## src/rtl/sram_access_scheduler_pkg.sv

```systemverilog
// Shared types for the SRAM access scheduler.
//   SramChipAddress_t : 20-bit SRAM word address
//   SramSchedState_t  : sequencer state encoding
//   Grant_t           : which requester owns the current transaction
package sram_access_scheduler_pkg;

  typedef logic [19:0] SramChipAddress_t;

  typedef enum logic [2:0] {
    IDLE,
    RD_STROBE,
    WR_SETUP,
    WR_STROBE,
    DONE
  } SramSchedState_t;

  typedef enum logic {
    INST,
    DATA
  } Grant_t;

endpackage

```

## src/rtl/sram_sched_arbiter.sv

```systemverilog
// Combinational grant between the instruction and data requesters.
// Ports:
//   inst_req, data_req : held requests
//   last_grant         : previous owner (only when SRAM_SCHED_ROUND_ROBIN_EN is defined)
//   grant_valid        : at least one request present
//   grant              : selected requester
// Macro SRAM_SCHED_ROUND_ROBIN_EN: conflicts alternate owner; otherwise data
// always wins a conflict.
module sram_sched_arbiter
  import sram_access_scheduler_pkg::*;
(
  input  logic   inst_req,
  input  logic   data_req,
`ifdef SRAM_SCHED_ROUND_ROBIN_EN
  input  Grant_t last_grant,
`endif
  output logic   grant_valid,
  output Grant_t grant
);

  always_comb begin
    grant_valid = inst_req | data_req;
    grant       = DATA;
    if (inst_req && data_req) begin
`ifdef SRAM_SCHED_ROUND_ROBIN_EN
      if (last_grant == DATA) grant = INST;
      else                    grant = DATA;
`else
      grant = DATA;
`endif
    end else if (inst_req) begin
      grant = INST;
    end
  end

endmodule

```

## src/rtl/sram_access_scheduler.sv

```systemverilog
// Shares one asynchronous SRAM between the instruction and data ports.
// Ports:
//   clk, rst                      : clock, synchronous active-high reset
//   inst_req/addr/rdata/ack       : instruction read port (held req, ack pulse)
//   data_req/we/addr/wdata/be     : data port request, data_rdata/ack response
//   busy                          : sequencer not in IDLE
//   sram_addr/ce_n/oe_n/we_n/be_n : registered chip strobes
//   sram_dq_o/dq_oe, sram_dq_i    : data bus halves, joined into a pad above
// Parameter WAIT_CYCLES (1..15): strobe-active cycles per access.
// Macro SRAM_SCHED_ROUND_ROBIN_EN: alternate priority on conflicts.
//
// state     | meaning
// ----------+------------------------------------------------
// IDLE      | waiting; grants and latches a request
// RD_STROBE | ce/oe asserted for WAIT_CYCLES, capture on last
// WR_SETUP  | ce asserted, data driven, we_n still high
// WR_STROBE | we_n low for WAIT_CYCLES
// DONE      | ack pulse, strobes released, write data held
module sram_access_scheduler
  import sram_access_scheduler_pkg::*;
#(
  parameter int unsigned WAIT_CYCLES = 2
) (
  input  logic             clk,
  input  logic             rst,
  input  logic             inst_req,
  input  SramChipAddress_t inst_addr,
  output logic [31:0]      inst_rdata,
  output logic             inst_ack,
  input  logic             data_req,
  input  logic             data_we,
  input  SramChipAddress_t data_addr,
  input  logic [31:0]      data_wdata,
  input  logic [3:0]       data_be,
  output logic [31:0]      data_rdata,
  output logic             data_ack,
  output logic             busy,
  output SramChipAddress_t sram_addr,
  output logic             sram_ce_n,
  output logic             sram_oe_n,
  output logic             sram_we_n,
  output logic [3:0]       sram_be_n,
  output logic [31:0]      sram_dq_o,
  output logic             sram_dq_oe,
  input  logic [31:0]      sram_dq_i
);

  localparam int unsigned      CNT_W    = $clog2(WAIT_CYCLES + 1);
  localparam logic [CNT_W-1:0] CNT_LOAD = CNT_W'(WAIT_CYCLES - 1);

  SramSchedState_t  state;
  logic [CNT_W-1:0] cnt;
  Grant_t           cur_grant;
  logic             arb_valid;
  Grant_t           arb_grant;

`ifdef SRAM_SCHED_ROUND_ROBIN_EN
  Grant_t           last_grant;
`endif

  sram_sched_arbiter u_arb (
    .inst_req    (inst_req),
    .data_req    (data_req),
`ifdef SRAM_SCHED_ROUND_ROBIN_EN
    .last_grant  (last_grant),
`endif
    .grant_valid (arb_valid),
    .grant       (arb_grant)
  );

  always_ff @(posedge clk) begin
    if (rst) begin
      state      <= IDLE;
      cnt        <= '0;
      cur_grant  <= INST;
`ifdef SRAM_SCHED_ROUND_ROBIN_EN
      last_grant <= DATA;
`endif
      inst_rdata <= '0;
      inst_ack   <= 1'b0;
      data_rdata <= '0;
      data_ack   <= 1'b0;
      busy       <= 1'b0;
      sram_addr  <= '0;
      sram_ce_n  <= 1'b1;
      sram_oe_n  <= 1'b1;
      sram_we_n  <= 1'b1;
      sram_be_n  <= 4'hF;
      sram_dq_o  <= '0;
      sram_dq_oe <= 1'b0;
    end else begin
      case (state)
        IDLE: begin
          if (arb_valid) begin
            cur_grant <= arb_grant;
`ifdef SRAM_SCHED_ROUND_ROBIN_EN
            last_grant <= arb_grant;
`endif
            busy      <= 1'b1;
            sram_ce_n <= 1'b0;
            if (arb_grant == DATA && data_we) begin
              sram_addr  <= data_addr;
              sram_be_n  <= ~data_be;
              sram_dq_o  <= data_wdata;
              sram_dq_oe <= 1'b1;
              state      <= WR_SETUP;
            end else begin
              sram_addr <= (arb_grant == DATA) ? data_addr : inst_addr;
              sram_oe_n <= 1'b0;
              sram_be_n <= 4'h0;
              cnt       <= CNT_LOAD;
              state     <= RD_STROBE;
            end
          end
        end
        RD_STROBE: begin
          if (cnt == '0) begin
            // Capture on the edge that closes the last strobe cycle.
            if (cur_grant == INST) begin
              inst_rdata <= sram_dq_i;
              inst_ack   <= 1'b1;
            end else begin
              data_rdata <= sram_dq_i;
              data_ack   <= 1'b1;
            end
            sram_ce_n <= 1'b1;
            sram_oe_n <= 1'b1;
            sram_be_n <= 4'hF;
            state     <= DONE;
          end else begin
            cnt <= cnt - CNT_W'(1);
          end
        end
        WR_SETUP: begin
          sram_we_n <= 1'b0;
          cnt       <= CNT_LOAD;
          state     <= WR_STROBE;
        end
        WR_STROBE: begin
          if (cnt == '0) begin
            // Only the data port writes; dq_oe stays up through DONE as hold.
            data_ack  <= 1'b1;
            sram_we_n <= 1'b1;
            sram_ce_n <= 1'b1;
            sram_be_n <= 4'hF;
            state     <= DONE;
          end else begin
            cnt <= cnt - CNT_W'(1);
          end
        end
        DONE: begin
          inst_ack   <= 1'b0;
          data_ack   <= 1'b0;
          sram_dq_oe <= 1'b0;
          busy       <= 1'b0;
          state      <= IDLE;
        end
        default: state <= IDLE;
      endcase
    end
  end

endmodule
```

## config.mk

```make
export PLATFORM = sky130hd
export DESIGN_NAME = sram_access_scheduler
export DESIGN_NICKNAME = d
export VERILOG_FILES = /design/src/rtl/sram_access_scheduler_pkg.sv /design/src/rtl/sram_sched_arbiter.sv /design/src/rtl/sram_access_scheduler.sv
export SDC_FILE = /design/constraint.sdc
export NUM_CORES = 1
export LEC_CHECK = 0
export ABC_CLOCK_PERIOD_IN_PS = 1390
export CAP_MARGIN = 20
export CELL_PAD_IN_SITES_DETAIL_PLACEMENT = 1
export CELL_PAD_IN_SITES_GLOBAL_PLACEMENT = 1
export CORE_MARGIN = 2
export CORE_UTILIZATION = 27
export CTS_BUF_LIST = sky130_fd_sc_hd__clkbuf_4 sky130_fd_sc_hd__clkbuf_8
export CTS_CLUSTER_DIAMETER = 60
export DETAILED_ROUTE_END_ITERATION = 6
export GPL_ROUTABILITY_DRIVEN = 0
export PLACE_DENSITY = 0.74
export SLEW_MARGIN = 20
export SYNTH_ARGS = -nofsm -noshare
export SYNTH_HDL_FRONTEND = slang
export SYNTH_SLANG_ARGS = --single-unit
```

## constraint.sdc

```tcl
create_clock -name clk -period 1.39 [get_ports clk]
set_input_delay 0.417 -clock clk [delete_from_list [all_inputs] [get_ports clk]]
set_output_delay 0.417 -clock clk [all_outputs]
set_load 0.01 [all_outputs]
```

==> flow_summary.yaml <==
route:
  num_vias: 5307
  wl_microns: 20200
  drtAntennaViolNets: 0
  drcViolationCount: 0
  wl_per_cell_microns: 17.8
  drt_iter0_drc: 199
  drt-pass1-iter-count: 4
  viasPerCell: 4.67
global_route:
  antenna_found_initial: 0
  grt_max_degree: 61
  grt_pass1_wl_microns: 28400
  grt_pass1_vias: 5343
  grt.total_usage_pct: 18.3
  grt-ovfl-total: 0
flow_run:
  drv_cap: 0
layout:
  multi_input_area_sq_um: 2830
  layout_common_cells: "130 x nand2_1, 116 x dfxtp_2, 109 x clkdlybuf4s50_1"
  design_area_sq_um: 9640
  area_growth_pct: 89.8
  drive_gt1_share_pct: 58.6
  seq_area_sq_um: 2820
  fill_cells: 2063
  diodes: 0
  fin_nets: 1004
  final_common_cell: "nand2_1"
  instances_no_fill: 1137
sta:
  tightest_slew_ps: 395
  slew_viol_final: 0
  fmax_mhz: 675
  slew_headroom_pct: 73.6
  timing.final.ws_setup_ps: -91.5
  finalSetupViolCount: 88
  skew_ps: 18.0
  hold_viol: 0
  fin_crit_ps: 1480
  grt_setup_unrepaired: "true"
  fin_crit_sh_pct: 107
min_path:
  worstHoldStart: "rst"
  hold_class: "in -> reg"
clock_tree:
  cts_buffer_depth: 2
  path_clk_slew_ps: 80
  root_buffer: "clkbuf_8"
  cts.sinks: 133
  holdBufCountCts: 0
  htreeDepth: 4
  tritoncts: "yes"
  cts_buffers: 17
  clkLatencyLatePin_ps: 460
synth:
  ys_types: 37
  synthXorXnorAreaFrac_pct: 0
  synth_top_family_by_area: "simple AND/OR/NAND/NOR gates"
  synth.avg_cell_area_sq_um: 8.57
  synth_compound_area_share_pct: 17.2
  yosysWarningCount: 0
  netlist_instances: 593
  async_flop_share_pct: 0
  synthMuxAreaShare_pct: 3.94
  yosys_register_bits: 133
  yosys.area_share.adder_pct: 0.246
  ys_seq_area_share_pct: 52.4
  synth-simple-area-share_pct: 20.6
  syn-num-nets: 707
  syn_area_sq_um: 5080
  synthFlopType: "dfxtp_1"
  synth_enable_flop_cells: 0
setup_path:
  critPathSlowestCell: "dfxtp_4"
  crit_arrival_ps: 1860
  worstSetupPathType: "reg -> reg"
  startpoint: "state[0]"
  worstPathRequired_ps: 1770
  path_cells: "nor3_4 > buf_6 > and3_4 > clkbuf_16 > nand2_4 > a21oi_2"
  regToRegSetupSlack_ps: -90
  start_kind: "flip-flop"
  r2r_start: "state[0]"
  max_stage_delay_ps: 370
  crit_path_end_kind: "flip-flop"
  path_max_fanout: 8
run_status:
  status: "finished, violations left"
  violations: "negative setup slack"
place:
  dp.cells: 1057
  place_area_sq_um: 7940
  portBuffers: 239
  dpl.hpwl_microns: 11700
power_and_ir_drop:
  p_per_area_nw_per_um2: 1760
  p_leak_nw: 3.91
  ir_drop_v: 0.000959
die:
  num_rows: 50
  start_util_pct: 27.4
  die_area_sq_um: 19900
  chipWidth_microns: 141
  core_area_sq_um: 18600
  fp.dieH_microns: 141
  ios: 240
-- flip-flops by register name, summed over array words and instances, names as in the netlist --
name / cells
sram_we_n: 1
state: 3
cur_grant: 1
cnt: 2
sram_ce_n: 1
sram_dq_oe: 1
inst_ack: 1
data_rdata: 32
inst_rdata: 32
sram_oe_n: 1
busy: 1
data_ack: 1
sram_dq_o: 32
sram_be_n: 4
sram_addr: 20
-- critical path, delay by kind of cell, from the launching register on --
family,cells,cell delay [ps]
flops,1,370
compound gates,1,120
buf+inv,2,360
simple gates,3,560
-- where the power goes --
part	switching (W)	leakage, nW	internal, W
Combinational	0.00381	2.57	0.00428
Clock	0.00168	0.206	0.00178
Sequential	0.000586	1.13	0.00482
-- Yosys cell counts, drive strengths merged (2+ instances only) --
library cell  instances  share of area (%)
mux2i                20                3.9
nor2                 28                2.1
buf                  24                3.7
inv                   3               0.22
clkbuf               22                1.7
o311ai                4               0.69
a21oi               100                9.8
o21a                  3               0.44
dfxtp               133                 52
nand3b                2               0.30
nor2b                 4               0.49
nor4b                 2               0.34
nor3                  6                1.0
nand2               202                 15
nand2b                3               0.37
a211oi               23                5.4
-- routing by layer --
| layer | vias up | GRT usage, % | wire length [microns] |
|---|---|---|---|
| li1 | 2570 | - | - |
| met1 | 2554 | 21.4 | 8180 |
| met2 | 160 | 30.6 | 10300 |
| met3 | 23 | 6.79 | 1430 |
| met4 | 0 | 6.63 | 305 |
| met5 | - | 0 | 0 |
-- final cells by class --
class | count | share of cell area, %
flip-flops and latches | 133 | 29.3
repair buffers | 324 | 33.9
inverters | 3 | 0.117
clock buffers | 17 | 2.43
well taps | 234 | 3.04
clock inverters | 15 | 1.88
multi-input cells | 411 | 29.4
-- what timing repair did --
| item | CTS | global route |
|---|---|---|
| setup endpoints to repair | 229 | 207 |
| pin swaps | 33 | 76 |
| gates cloned | 7 | 9 |
| buffers inserted | 13 | 21 |
| resized for setup | 638 | 282 |
-- worst paths after layout --
check / cells after the start / to
hold / removal: 2 / sram_addr[11]
setup reg to reg: 6 / sram_dq_o[2]
setup / recovery: 6 / sram_dq_o[2]
hold reg to reg: 2 / sram_ce_n
-- cells by family after synthesis --
family / after synthesis
adders and majority gates: 1
AOI/OAI and AO/OA: 136
buffers and inverters: 49
DFF: 133
muxes: 20
and+or+nand+nor: 254
-- through the flow --
stage / hold WS, ps / setup slack, ps / power, W / util, % / TNS, ps
floorplan: 467 / -3.58 / 0.00815 / - / -3.58
global placement: 430 / -503 / 0.0111 / 42.7 / -28730
detailed placement: 444 / -570 / 0.0112 / 42.7 / -31620
CTS: 274 / -83.4 / 0.0151 / 44.8 / -2030
global route: 315 / -167 / 0.0180 / 51.9 / -12780
finish: 339 / -91.5 / 0.0170 / 51.9 / -4520
Note: power is estimated with default switching activity, not from simulation.
